--- src/rtl/j1_uart.sv ---
// UART peripheral on the J1 I/O bus: 8-deep TX FIFO, single-byte RX holding
// register, status/control registers and a level interrupt.
module j1_uart #(
    parameter int unsigned CLKS_PER_BIT = 868,
    parameter logic [15:0] BASE_ADDR    = 16'h1000
) (
    input  logic        clk,
    input  logic        resetq,
    input  logic        io_rd,
    input  logic        io_wr,
    input  logic [15:0] io_addr,
    input  logic [15:0] io_dout,
    output logic [15:0] io_din,
    output logic        interrupt_request,
    output logic        uart_tx,
    input  logic        uart_rx
);

    localparam logic [15:0] A_DATA = BASE_ADDR;
    localparam logic [15:0] A_STAT = BASE_ADDR + 16'd2;
    localparam logic [15:0] A_CTRL = BASE_ADDR + 16'd4;
    localparam logic [15:0] T_LAST = 16'(CLKS_PER_BIT - 1);
    localparam logic [15:0] T_HALF = 16'(CLKS_PER_BIT / 2 - 1);

    typedef enum logic [1:0] {TX_IDLE, TX_START, TX_DATA, TX_STOP} tx_state_t;
    typedef enum logic [1:0] {RX_IDLE, RX_START, RX_DATA, RX_STOP} rx_state_t;

    logic sel_data, sel_stat, sel_ctrl;
    logic rd_data, rd_stat, wr_data, wr_ctrl;
    logic unused_hi;

    assign sel_data  = (io_addr == A_DATA);
    assign sel_stat  = (io_addr == A_STAT);
    assign sel_ctrl  = (io_addr == A_CTRL);
    assign rd_data   = io_rd & sel_data;
    assign rd_stat   = io_rd & sel_stat;
    assign wr_data   = io_wr & sel_data;
    assign wr_ctrl   = io_wr & sel_ctrl;
    assign unused_hi = &{1'b0, io_dout[15:8]};

    logic [1:0] ctrl;

    // ---------------- TX FIFO ----------------
    logic [7:0] fifo [8];
    logic [2:0] wptr, rptr;
    logic [3:0] count, count_n;
    logic       tx_full, tx_empty, tx_idle, tx_pop, push;

    assign tx_full  = (count == 4'd8);
    assign tx_empty = (count == 4'd0);
    // A full FIFO still accepts a write when the shifter pops in the same cycle
    assign push     = wr_data & (~tx_full | tx_pop);

    always_comb begin
        count_n = count;
        if (push & ~tx_pop)
            count_n = count + 4'd1;
        else if (~push & tx_pop)
            count_n = count - 4'd1;
    end

    always_ff @(posedge clk) begin
        if (push)
            fifo[wptr] <= io_dout[7:0];
    end

    always_ff @(posedge clk or negedge resetq) begin
        if (!resetq) begin
            wptr  <= '0;
            rptr  <= '0;
            count <= '0;
        end else begin
            if (push)
                wptr <= wptr + 3'd1;
            if (tx_pop)
                rptr <= rptr + 3'd1;
            count <= count_n;
        end
    end

    // ---------------- TX shifter ----------------
    tx_state_t   tx_state, tx_state_n;
    logic [15:0] tx_timer, tx_timer_n;
    logic [2:0]  tx_bit, tx_bit_n;
    logic [7:0]  tx_shift, tx_shift_n;
    logic        tx_line_n, tx_tick;

    assign tx_tick = (tx_timer == T_LAST);
    assign tx_idle = tx_empty & (tx_state == TX_IDLE);

    always_comb begin
        tx_state_n = tx_state;
        tx_timer_n = tx_timer + 16'd1;
        tx_bit_n   = tx_bit;
        tx_shift_n = tx_shift;
        tx_line_n  = uart_tx;
        tx_pop     = 1'b0;
        unique case (tx_state)
            TX_IDLE: begin
                tx_line_n = 1'b1;
                if (!tx_empty) begin
                    tx_pop     = 1'b1;
                    tx_shift_n = fifo[rptr];
                    tx_timer_n = '0;
                    tx_line_n  = 1'b0;
                    tx_state_n = TX_START;
                end
            end
            TX_START: begin
                if (tx_tick) begin
                    tx_timer_n = '0;
                    tx_bit_n   = '0;
                    tx_line_n  = tx_shift[0];
                    tx_state_n = TX_DATA;
                end
            end
            TX_DATA: begin
                if (tx_tick) begin
                    tx_timer_n = '0;
                    if (tx_bit == 3'd7) begin
                        tx_line_n  = 1'b1;
                        tx_state_n = TX_STOP;
                    end else begin
                        tx_bit_n   = tx_bit + 3'd1;
                        tx_shift_n = {1'b0, tx_shift[7:1]};
                        tx_line_n  = tx_shift[1];
                    end
                end
            end
            TX_STOP: begin
                if (tx_tick) begin
                    tx_timer_n = '0;
                    // Chain straight into the next start bit: no idle gap
                    if (!tx_empty) begin
                        tx_pop     = 1'b1;
                        tx_shift_n = fifo[rptr];
                        tx_line_n  = 1'b0;
                        tx_state_n = TX_START;
                    end else begin
                        tx_line_n  = 1'b1;
                        tx_state_n = TX_IDLE;
                    end
                end
            end
            default: tx_state_n = TX_IDLE;
        endcase
    end

    always_ff @(posedge clk or negedge resetq) begin
        if (!resetq) begin
            tx_state <= TX_IDLE;
            tx_timer <= '0;
            tx_bit   <= '0;
            tx_shift <= '0;
            uart_tx  <= 1'b1;
        end else begin
            tx_state <= tx_state_n;
            tx_timer <= tx_timer_n;
            tx_bit   <= tx_bit_n;
            tx_shift <= tx_shift_n;
            uart_tx  <= tx_line_n;
        end
    end

    // ---------------- RX ----------------
    logic [1:0]  rx_sync;
    logic        rx_s, rx_prev;
    rx_state_t   rx_state, rx_state_n;
    logic [15:0] rx_timer, rx_timer_n;
    logic [2:0]  rx_bit, rx_bit_n;
    logic [7:0]  rx_shift, rx_shift_n, rx_byte;
    logic        rx_done, rx_bad;
    logic        rx_valid, rx_overrun, rx_frame_err;

    assign rx_s = rx_sync[1];

    always_comb begin
        rx_state_n = rx_state;
        rx_timer_n = rx_timer + 16'd1;
        rx_bit_n   = rx_bit;
        rx_shift_n = rx_shift;
        rx_done    = 1'b0;
        rx_bad     = 1'b0;
        unique case (rx_state)
            RX_IDLE: begin
                if (rx_prev & ~rx_s) begin
                    rx_timer_n = '0;
                    rx_state_n = RX_START;
                end
            end
            RX_START: begin
                if (rx_timer == T_HALF) begin
                    rx_timer_n = '0;
                    rx_bit_n   = '0;
                    rx_state_n = rx_s ? RX_IDLE : RX_DATA;
                end
            end
            RX_DATA: begin
                if (rx_timer == T_LAST) begin
                    rx_timer_n = '0;
                    rx_shift_n = {rx_s, rx_shift[7:1]};
                    rx_bit_n   = rx_bit + 3'd1;
                    if (rx_bit == 3'd7)
                        rx_state_n = RX_STOP;
                end
            end
            RX_STOP: begin
                if (rx_timer == T_LAST) begin
                    rx_done    = rx_s;
                    rx_bad     = ~rx_s;
                    rx_state_n = RX_IDLE;
                end
            end
            default: rx_state_n = RX_IDLE;
        endcase
    end

    always_ff @(posedge clk or negedge resetq) begin
        if (!resetq) begin
            rx_sync      <= 2'b11;
            rx_prev      <= 1'b1;
            rx_state     <= RX_IDLE;
            rx_timer     <= '0;
            rx_bit       <= '0;
            rx_shift     <= '0;
            rx_byte      <= '0;
            rx_valid     <= 1'b0;
            rx_overrun   <= 1'b0;
            rx_frame_err <= 1'b0;
        end else begin
            rx_sync      <= {rx_sync[0], uart_rx};
            rx_prev      <= rx_s;
            rx_state     <= rx_state_n;
            rx_timer     <= rx_timer_n;
            rx_bit       <= rx_bit_n;
            rx_shift     <= rx_shift_n;
            if (rx_done)
                rx_byte <= rx_shift;
            rx_valid     <= rx_done | (rx_valid & ~rd_data);
            // A byte landing on the edge it is read is not an overrun
            rx_overrun   <= (rx_done & rx_valid & ~rd_data)
                          | (rx_overrun & ~rd_stat);
            rx_frame_err <= rx_bad | (rx_frame_err & ~rd_stat);
        end
    end

    // ---------------- Control, interrupt, read mux ----------------
    always_ff @(posedge clk or negedge resetq) begin
        if (!resetq) begin
            ctrl              <= '0;
            interrupt_request <= 1'b0;
        end else begin
            if (wr_ctrl)
                ctrl <= io_dout[1:0];
            interrupt_request <= (ctrl[0] & rx_valid) | (ctrl[1] & tx_idle);
        end
    end

    always_comb begin
        io_din = 16'h0000;
        if (io_rd) begin
            unique case (1'b1)
                sel_data: io_din = rx_valid ? {8'h00, rx_byte} : 16'h0000;
                sel_stat: io_din = {11'd0, rx_frame_err, rx_overrun,
                                    rx_valid, tx_idle, tx_full};
                sel_ctrl: io_din = {14'd0, ctrl};
                default:  io_din = 16'h0000;
            endcase
        end
    end

endmodule
--- config.mk ---
export PLATFORM = sky130hd
export DESIGN_NAME = j1_uart
export DESIGN_NICKNAME = d
export VERILOG_FILES = /design/src/rtl/j1_uart.sv
export SDC_FILE = /design/constraint.sdc
export NUM_CORES = 1
export LEC_CHECK = 0
export CORE_MARGIN = 10
export CORE_UTILIZATION = 52
export DETAILED_ROUTE_END_ITERATION = 12
export PLACE_DENSITY = 0.8
export SETUP_SLACK_MARGIN = 0.1
export SYNTH_ARGS = -nofsm -noshare
export SYNTH_HDL_FRONTEND = slang
export SYNTH_SLANG_ARGS = --single-unit
--- constraint.sdc ---
create_clock -name clk -period 3.37 [get_ports clk]
set_input_delay 0.5055 -clock clk [delete_from_list [all_inputs] [get_ports clk]]
set_output_delay 0.5055 -clock clk [all_outputs]
set_load 0.01 [all_outputs]
* Word level (Yosys, flattened, before mapping)
Memories as Yosys holds them, arrays and structs flattened. Index checks and enable logic that the tools add are counted.
Word-level totals: register bits after elaboration 86, memory bits (writable) 64, input bits 37, output and inout bits 18, logic and storage cells 150, memories kept 1
Operators by class: add/subtract/negate cells 8, equality and inequality tests 26, mux-type cells 53, bitwise logic cells 27, reduce and logical (&&, ||, !) cells 15
Memories:
- fifo | depth 8, bits a word 8, read ports 1, clocked after memory_dff 0, wr ports 1, RTL line 44 | logic [7:0] fifo [8];
Operators with widths (count):
- $mux W16 | 5
- $eq A16 B13 Y1 const B | 3
- $mux W8 | 6
- $pmux W16 S3 | 1
- $pmux W8 S3 | 2
- $add A16 B1 Y16 const B | 2
- $eq A16 B10 Y1 const B | 2
- $pmux W16 S2 | 1
- $mux W2 | 11
- $ne A2 B2 Y1 const B | 11
- $and A1 B1 Y1 | 16
- $eq A16 B9 Y1 const B | 1
- $pmux W2 S4 | 2
- $mux W3 | 5
- $mux W1 | 14
- $add A3 B1 Y3 const B | 4
- $pmux W3 S2 | 2
- $reduce_and A5 Y1 | 2
- $eq A2 B2 Y1 const B | 4
- $mux W4 | 2
- $reduce_and A4 Y1 | 2
- $eq A3 B3 Y1 const B | 2
- $not A1 Y1 | 6
- $reduce_and A3 Y1 | 2
- other kinds (13) | 21

* Logic depth before layout (Yosys ltp)
word-level depth 10, gate-level depth with buffers 15, gate-level depth less buffers 13

* Worst setup path after synthesis
OpenSTA, ideal clock, no wires.
kind register to register, start register tx_timer[0], end memory fifo[2][0] (enable), setup time 0.395 ns, data arrival time 2.883 ns, required time 2.975 ns, setup slack 0.092 ns, stages on the path, launching flop included 9, buffers on the path 2, clock period less this slack 3.278 ns, cell sequence dfrtp_1 -> ha_1 -> nor4b_1 -> and4_1 -> clkbuf_1 -> a221oi_1 -> nor4_1 -> buf_2 -> nor4bb_1
On the way: cells in the longest elaborated chain, start to end 7
RTL lines:
- start: declaration | RTL line 83 | logic [15:0] tx_timer, tx_timer_n;
- start signal: assignment | RTL line 158 | tx_timer <= tx_timer_n;
- $eq A16 B10 Y1 | RTL line 88 | assign tx_tick = (tx_timer == T_LAST);
- $mux W1 | RTL line 131 | if (tx_tick) begin
- $pmux W1 S2 | RTL line 98 | unique case (tx_state)
- $or A1 B1 Y1 | RTL line 52 | assign push = wr_data & (~tx_full | tx_pop);
- $and A1 B1 Y1 | RTL line 52
- via push | RTL line 47 | logic tx_full, tx_empty, tx_idle, tx_pop, push;
- $mux W1 | RTL line 63 | if (push)
- $mux W1 (not written as such) | RTL line 64 | fifo[wptr] <= io_dout[7:0];
- end: declaration | RTL line 44
The timed path passes the listed nets, and every way through them passes these cells.

* Worst setup path in the final report
start input port io_addr[10], end output port io_din[2]
On the way: cells in the longest elaborated chain, start to end 3, elaborated cells between the ends (all ways) 5, classes of those cells 3 x eq/ne; 2 x mux
RTL lines:
- start: declaration | RTL line 11 | input logic [15:0] io_addr,
- $eq A16 B13 Y1 (on tied branches) | RTL line 34, 32, 33
- $pmux W8 S3 (*) | RTL line 262 | unique case (1'b1)
- $mux W8 (*) | RTL line 261 | if (io_rd) begin
- end: declaration | RTL line 13 | output logic [15:0] io_din,
Mark *: on every way between the ends. The rest lies on a longest branch, timed or not.

==> results.cfg <==
[detailed_routing]
dr.pass1.iters = 5
dr.first_iter.drc_count = 266
vias = 4315
ant_nets = 0
vias_per_cell = 5.76
wire_per_inst_um = 18.0
drc = 0
totalWireLength_um = 13500

[worst_setup_path]
cp.buffers_inverters = 3
path_max_fanout = 8
critPathKind = input pin to output pin
cp_slowest_cell = clkdlybuf4s50_1
required_ns = 2.86
cp_top_family = buffers and inverters
critPathLaunchType = input pin
cp.arrival_ns = 2.63
max_stage_delay_ns = 0.59
crit_chain = clkdlybuf4s50_1 -> nor4b_1 -> and4_1 -> nand2_1 -> buf_4 -> nor3_1 -> clkdlybuf4s50_1
endpoint_kind = output pin
ff2ff_path_depth = 14
cp_common_cell = clkdlybuf4s50_1
crit_cells = 7

[global_route]
grt-ovfl-total = 0
grt_usage_pct = 15.6
antenna_found_initial = 0
grt_max_degree = 87
grt_pass1_wl_um = 22700
first_global_vias = 4506

[sta]
tightest_slew_ns = 1.06
setup_slack_ns = 0.233
fmax_mhz = 319
final-setup-viol-count = 0
skew_ns = 0.00949
min_period_over_period_pct = 93.1
tns_ns = 0
period_needed_ns = 3.14
rsz0062_at_grt = true
final-hold-violation-count = 0
relSlewSlack_pct = 29.3
finalMaxSlewViolations = 0

[pwr]
power_density_nw_per_um2 = 494
leakage_nw = 3.17
vdd_drop_max_uv = 373

[cts]
cts.clk_slew.worst_paths_ns = 0.06
clk_path_buf_depth = 2
cts_tree = done
post-cts-setup-buffer-count = 0
cts_made_buffers = 17
htree_num_levels = 4
clk_latency_ns = 0.42
root_buffer = clkbuf_16
numClockSinks = 150

[floorplan]
initial_utilization_pct = 53.5
num_io_pins = 55
dieWidth_um = 135
core_um2 = 12800
dieArea_um2 = 18100
dieHeight_um = 135
rows = 41

[finish]
drive_above_1_share_pct = 17.9
stdcell_count = 749
area_delta_synth_final_pct = 16.6
regArea_um2 = 4080
multi_input_area_um2 = 2640
fillCellCount = 933
finalNetCount = 619
n_antenna_cell = 0

[logic_synthesis]
syn_area_um2 = 6840
ys_warn_count = 0
synth_cell_types = 56
synthCells = 514
synthFlopType = dfrtp_1
yosysSeqAreaShare_pct = 59.7
async_flop_share_pct = 57.3
synth_edf_count = 64
ys_ff_latch = 150
syn-mean-instance-area_um2 = 13.3

[place]
port_buffers = 38
place_ws_ns = 0.0167
gp_congestion = 0.849
place_hpwl_um = 8920
dp_cells = 717

[job]
max_cap_viol_count = 0

[min_path]
hp-class = input pin to asynchronous set/reset pin

[status]
status = completed
timing repair:
action | in CTS | in global routing
endpoints found under the setup margin | 1 | 4
pin swaps | 0 | 1
hold endpoints to repair | 0 | 0
resized for setup | 1 | 4
hold buffers | 0 | 0
cell type report:
class	count	area share (%)
Clock buffer	18	5.38
Tap cell	172	2.70
Multi-Input combinational cell	337	33.1
Timing Repair Buffer	48	5.68
Inverter	10	0.471
Clock inverter	14	1.46
Sequential cell	150	51.2
power by group:
part           leakage, nW  switching (mW)  internal, mW
Combinational         1.23          0.0979        0.0853
Clock                0.264           0.793         0.961
Sequential            1.68          0.0541          1.94
state kept, by name (all words and copies together), names as in the netlist, 2 cells and up, named ones only:
register	cells
rptr	3
count	4
tx_timer	16
rx_shift	8
rx_byte	8
wptr	3
rx_sync	2
rx_timer	16
ctrl	2
tx_bit	3
tx_state	2
tx_shift	8
fifo	64
rx_bit	3
placed cells by master, fill, tap and decap left out, types with 3 or more instances in the layout:
master,n
clkbuf_16,17
a22oi_1,4
mux2_4,7
nand4_1,7
buf_4,11
and3_1,9
nand2_1,31
a21o_1,3
conb_1,8
edfxtp_1,64
dfrtp_1,82
xor2_1,19
and4b_1,3
mux2i_1,10
nor2b_1,3
clkinv_4,3
xnor2_1,14
ha_1,17
nor3_1,10
mux4_2,16
clkdlybuf4s50_1,37
nor4_1,6
a21oi_1,10
nand3_1,18
o21ai_0,26
nand2b_1,3
inv_1,10
and4_1,8
mux2_2,22
dfstp_2,4
or3_1,6
inv_6,5
nor2_1,42
worst register-to-register path, delay by kind of cell, from the launching register on:
family,cells,cell delay [ns]
buffers and inverters,2,0.29
xor gates and xnor gates,2,0.31
DFF,1,0.43
adders and majority gates,3,0.73
and+or+nand+nor,4,0.72
AOI/OAI and AO/OA,3,0.52
path summary, 6_finish.rpt:
check	startpoint	endpoint	slack, ns
min	resetq	tx_shift[2]	0.26
min reg2reg	rx_sync[0]	rx_sync[1]	0.36
max	io_addr[10]	io_din[2]	0.23
max reg2reg	tx_timer[0]	count[3]	0.28
max in group asynchronous	resetq	rx_frame_err	2.42
min in group clk	rx_sync[0]	rx_sync[1]	0.36
cells by family (layout without fill, tap and decap cells):
| family | count (synthesis) | count (layout) | share of synthesized area (%) |
|---|---|---|---|
| compound gates | 56 | 56 | 5.03 |
| flops | 150 | 150 | 59.7 |
| xor+xnor | 33 | 33 | 4.23 |
| simple gates | 167 | 167 | 13.2 |
| fa+ha+maj | 18 | 18 | 3.40 |
| buf+inv | 34 | 90 | 2.56 |
| other cells | 1 | 8 | 0.0549 |
| mux | 55 | 55 | 11.9 |
Yosys cell counts (3+ instances only):
library cell / count / area (um2)
nor2b_1: 3 / 18.8
nand2b_1: 3 / 18.8
a21o_1: 3 / 22.5
xnor2_1: 14 / 123
and3_1: 9 / 56.3
a22oi_1: 4 / 30.0
dfstp_2: 4 / 105
and4b_1: 3 / 30.0
mux2i_1: 10 / 100
clkbuf_1: 9 / 33.8
nand3_1: 18 / 90.1
a21oi_1: 10 / 50.1
dfrtp_1: 82 / 2050
or3_1: 6 / 37.5
mux2_4: 7 / 105
buf_4: 8 / 60.1
nand4_1: 7 / 43.8
nand2_1: 31 / 116
nor2_1: 43 / 161
o21ai_0: 26 / 130
xor2_1: 19 / 166
edfxtp_1: 64 / 1920
nor3_1: 11 / 55.1
mux2_2: 22 / 248
mux4_2: 16 / 360
inv_1: 10 / 37.5
buf_1: 3 / 11.3
ha_1: 17 / 213
and4_1: 8 / 70.1
nor4_1: 7 / 43.8
metal layers:
layer  up-vias  GRT usage (%)  part of all wire [%]
li1       1993              -                     -
met1      2205           19.4                    44
met2       102           25.3                    49
met3        15           5.08                   5.5
met4         0           4.84                   1.3
met5         -              0                     0
metrics by stage:
stage | cell area [um2] | util, % | hold WS, ns | power (mW)
2_1_floorplan | 6870 | - | 0.210 | 2.12
3_3_place_gp | 7400 | 57.9 | 0.348 | 2.20
3_5_place_dp | 7400 | 57.9 | 0.354 | 2.21
4_1_cts | 7950 | 62.2 | 0.320 | 3.96
5_1_grt | 7970 | 62.4 | 0.353 | 4.07
6_report | 7970 | 62.4 | 0.257 | 3.93
Power figures use the tool's default switching activity.
